## config.mk

```make
export PLATFORM = sky130hd
export DESIGN_NAME = led_blink_top
export DESIGN_NICKNAME = d
export VERILOG_FILES = /design/src/rtl/led_blink_top.sv
export SDC_FILE = /design/constraint.sdc
export NUM_CORES = 1
export LEC_CHECK = 0
export ABC_AREA = 1
export CAP_MARGIN = 10
export CELL_PAD_IN_SITES_DETAIL_PLACEMENT = 0
export CELL_PAD_IN_SITES_GLOBAL_PLACEMENT = 1
export CORE_UTILIZATION = 39
export DETAILED_ROUTE_END_ITERATION = 7
export PLACE_DENSITY_LB_ADDON = 0.1
export SYNTH_ARGS = -nofsm -noshare
export SYNTH_HDL_FRONTEND = slang
export SYNTH_SLANG_ARGS = --single-unit
```

## constraint.sdc

```tcl
create_clock -name CLK50MHz -period 1.7 [get_ports CLK50MHz]
set_clock_uncertainty 0.2 [all_clocks]
set_input_delay 0.34 -clock CLK50MHz [delete_from_list [all_inputs] [get_ports CLK50MHz]]
set_output_delay 0.34 -clock CLK50MHz [all_outputs]
set_load 0.05 [all_outputs]
```

## src/rtl/led_blink_top.sv

```systemverilog
// Board top for the 8-LED heartbeat demo.
// LED0 blinks at 50% duty; LED7..LED1 count completed blink periods.
module led_blink_top #(
  parameter int HALF_PERIOD = 25_000_000,
  parameter int SYNC_STAGES = 2
) (
  input  logic CLK50MHz,
  input  logic RST_N,
  output logic LED0,
  output logic LED1,
  output logic LED2,
  output logic LED3,
  output logic LED4,
  output logic LED5,
  output logic LED6,
  output logic LED7
);

  localparam int CW =
    (HALF_PERIOD > 1) ? $clog2(HALF_PERIOD) : 1;
  localparam logic [CW-1:0] LAST =
    CW'(HALF_PERIOD - 1);

  logic [SYNC_STAGES-1:0] sync_q;
  logic                   run_en;
  logic [CW-1:0]          cnt_q, cnt_d;
  logic                   led0_q, led0_d;
  logic [6:0]             per_q, per_d;

  // Reset release is resynchronized; assertion stays asynchronous
  always_ff @(posedge CLK50MHz or negedge RST_N) begin
    if (!RST_N) begin
      sync_q <= '0;
    end else begin
      sync_q <= {sync_q[SYNC_STAGES-2:0], 1'b1};
    end
  end

  assign run_en = sync_q[SYNC_STAGES-1];

  // Prescaler wrap toggles LED0; its falling toggle closes a period
  always_comb begin
    cnt_d  = cnt_q;
    led0_d = led0_q;
    per_d  = per_q;
    if (run_en) begin
      if (cnt_q == LAST) begin
        cnt_d  = '0;
        led0_d = ~led0_q;
        if (led0_q) begin
          per_d = per_q + 7'd1;
        end
      end else begin
        cnt_d = cnt_q + CW'(1);
      end
    end
  end

  // Prescaler, heartbeat and period-count registers
  always_ff @(posedge CLK50MHz or negedge RST_N) begin
    if (!RST_N) begin
      cnt_q  <= '0;
      led0_q <= 1'b0;
      per_q  <= '0;
    end else begin
      cnt_q  <= cnt_d;
      led0_q <= led0_d;
      per_q  <= per_d;
    end
  end

  assign LED0 = led0_q;
  assign LED1 = per_q[0];
  assign LED2 = per_q[1];
  assign LED3 = per_q[2];
  assign LED4 = per_q[3];
  assign LED5 = per_q[4];
  assign LED6 = per_q[5];
  assign LED7 = per_q[6];

endmodule

```

==> flow_summary.json <==
{
  "drt_iter0_drc": 87,
  "most-common-layout-cells": "nand2_1 (85), inv_1 (43), nor2_1 (39)",
  "hold_ws_ns": 0.154,
  "power_mw": 1.85,
  "final_nets": 343,
  "ff2ff_path_depth": 8,
  "clkTransAtPathRegs_ns": 0.07,
  "period_share_pct": 96.9,
  "yosysUniqueCellTypes": 26,
  "fin_crit_ns": 1.65,
  "drtPass1Iterations": 5,
  "final_util_pct": 53.9,
  "drt-wirelength-per-cell_um": 12.1,
  "place_inst": 397,
  "ir_drop_mv": 0.402,
  "drv_cap": 0,
  "wirelength_mm": 4.98,
  "final.fill_count": 517,
  "rsz0062_at_grt": "yes",
  "avgSynthCellArea_um2": 7.00,
  "cellLeakagePower_nw": 1.36,
  "arrival_ns": 1.68,
  "coreArea_um2": 5140,
  "drv_slew": 0,
  "endpoint": "per_q[2]",
  "pwr-share-comb_pct": 14.8,
  "top_level_ports": 10,
  "vias_per_cell": 4.60,
  "max_freq_mhz": 607,
  "p_switching_uw": 533,
  "crit_path_start": "cnt_q[3]",
  "gr-total-overflow": 0,
  "drc_errors": 0,
  "hold_viol_final": 0,
  "cts_root_buffer": "clkbuf_8",
  "crit_path_end_kind": "flip-flop",
  "clock_path_buffers": 2,
  "drtAntennaViolNets": 0,
  "finalSetupViolations": 0,
  "critical_path_class": "flip-flop to flip-flop",
  "clock-sinks": 35,
  "grt_pass1_wl_mm": 8.56,
  "power_density_nw_per_um2": 668,
  "ff2ff_setup_slack_ns": 0.05,
  "die_y_um": 75.2,
  "grt_use_total_pct": 20.8,
  "floorplan.rows": 26,
  "crit_required_ns": 1.73,
  "syn-instance-count": 298,
  "cp-start-kind": "flip-flop",
  "syn_to_final_growth_pct": 32.7,
  "final_common_cell": "nand2_1",
  "instances_no_fill": 410,
  "clk_latency_ns": 0.29,
  "ys_warn_count": 0,
  "yosysTopAreaCell": "dfrtp_1",
  "status": "completed",
  "gp_congestion": 0.881,
  "synth.area.top_cells": "dfrtp_1 (42%), nand2_1 (17%), inv_1 (7.9%), nor2_1 (7.7%), nand3_1 (7.0%)",
  "clkPwrFrac_pct": 32.2,
  "diodes": 0,
  "timing.rr.end": "per_q[2]",
  "min_path_type": "flip-flop to flip-flop",
  "htreeDepth": 2,
  "ys_ff_latch": 35,
  "floorplan.die.width_um": 75.2,
  "critPathMaxFanout": 8,
  "antenna_found_initial": 0,
  "intPower_mw": 1.32,
  "port_buffers": 9,
  "register_area_um2": 880,
  "yosysSeqAreaShare_pct": 42.0,
  "p_seq_share_pct": 52.9,
  "dieArea_um2": 5650,
  "netSwitchingFraction_pct": 28.8,
  "synth.top_cell.area_share_pct": 42.0,
  "dp_hpwl_mm": 3.58,
  "reg2reg_from": "cnt_q[3]",
  "drive_above_1_share_pct": 25.6,
  "cts_tree": "built",
  "cts_made_buffers": 5,
  "grt_start_max_net_pins": 36,
  "grt_pass1_vias": 1819,
  "vias": 1886,
  "start_util_pct": 40.6,
  "syn_area_um2": 2090,
  "synth_nets": 302,
  "multi_input_area_um2": 1140
}
[metrics by stage]
stage,TNS (ns),setup slack (ns),cell area [um2]
6_report,0,0.0520,2770
5_1_grt,-0.337,-0.0414,2770
4_1_cts,0,0.00159,2630
3_5_place_dp,-0.248,-0.0502,2500
3_3_place_gp,0,0.00974,2500
2_1_floorplan,0,0.0728,2090
[synth_stat cells]
cell type	n
ha_1	2
nand2_1	93
xor2_1	10
dfrtp_1	35
nor2_2	6
nor2_1	43
o21ai_0	1
nand2_2	1
nand3_2	3
or2_2	1
inv_1	44
nor3_2	1
nor3_1	5
nand4_1	5
nand3_1	29
o31ai_1	1
xnor2_1	3
buf_6	1
nand3b_1	1
a21oi_1	2
conb_1	1
nor2_4	2
buf_2	2
o21ai_1	2
inv_2	3
a31oi_1	1
[worst max-delay path: stages (launching register included)]
cell and delay (ns):
dfrtp_1 0.45, nand2_1 0.12, nor2_4 0.14, buf_6 0.11, nand4_1 0.14, nor2_4 0.16
buf_12 0.13, nand3_2 0.06, nand2_2 0.07
[state kept, by name (all words and copies together) (netlist names)]
name    flops
per_q       7
cnt_q      25
LED0        1
sync_q      2
[power groups by stage]
stage	logic [mW]	registers (mW)	clock network [mW]
floorplan	0.129	0.961	0
global placement	0.241	0.973	0
detailed placement	0.244	0.975	0
CTS	0.251	0.969	0.619
global route	0.309	0.989	0.660
finish	0.275	0.979	0.596
[what timing repair did]
item,in CTS,in global routing
gates resized for setup,6,29
cloned,1,0
pin swaps,3,10
endpoints found under the hold margin,35,0
hold buffers,1,0
endpoints found under the setup margin,12,28
setup buffers,0,3
[area by class of cell]
| class | instances | area share [%] |
|---|---|---|
| multi-input cells | 214 | 41.3 |
| flip-flops and latches | 35 | 31.8 |
| repair buffers | 36 | 14.4 |
| inverters | 47 | 6.37 |
| well taps | 70 | 3.16 |
| clock buffers | 7 | 2.76 |
| clock inverters | 1 | 0.181 |
[logic make-up (layout without fill, tap and decap cells)]
family | count (synthesis) | count (layout) | share of synthesized area (%)
compound gates | 7 | 7 | 1.86
xor+xnor | 13 | 13 | 5.46
fa+ha+maj | 2 | 2 | 1.20
buf+inv | 50 | 91 | 9.47
flops | 35 | 35 | 42.0
other cells | 1 | 1 | 0.180
simple gates | 190 | 191 | 39.9
[routing by layer]
metal  GRT usage [%]  share of wire [%]  vias to the layer above
met1            27.7                 48                      852
met5               0                  0                        -
li1                -                  -                      992
met2            33.1                 47                       34
met4            7.61                1.4                        0
met3            4.55                3.9                        8
[worst min path at each step]
stage | end | start | cells after the start
2_1_floorplan | LED0 | RST_N | 0
3_3_place_gp | sync_q[1] | RST_N | 2
3_5_place_dp | cnt_q[2] | RST_N | 2
4_1_cts | sync_q[1] | sync_q[0] | 0
5_1_grt | sync_q[1] | sync_q[0] | 0
6_report | sync_q[1] | sync_q[0] | 0
Note: power is estimated with default switching activity, not from simulation.
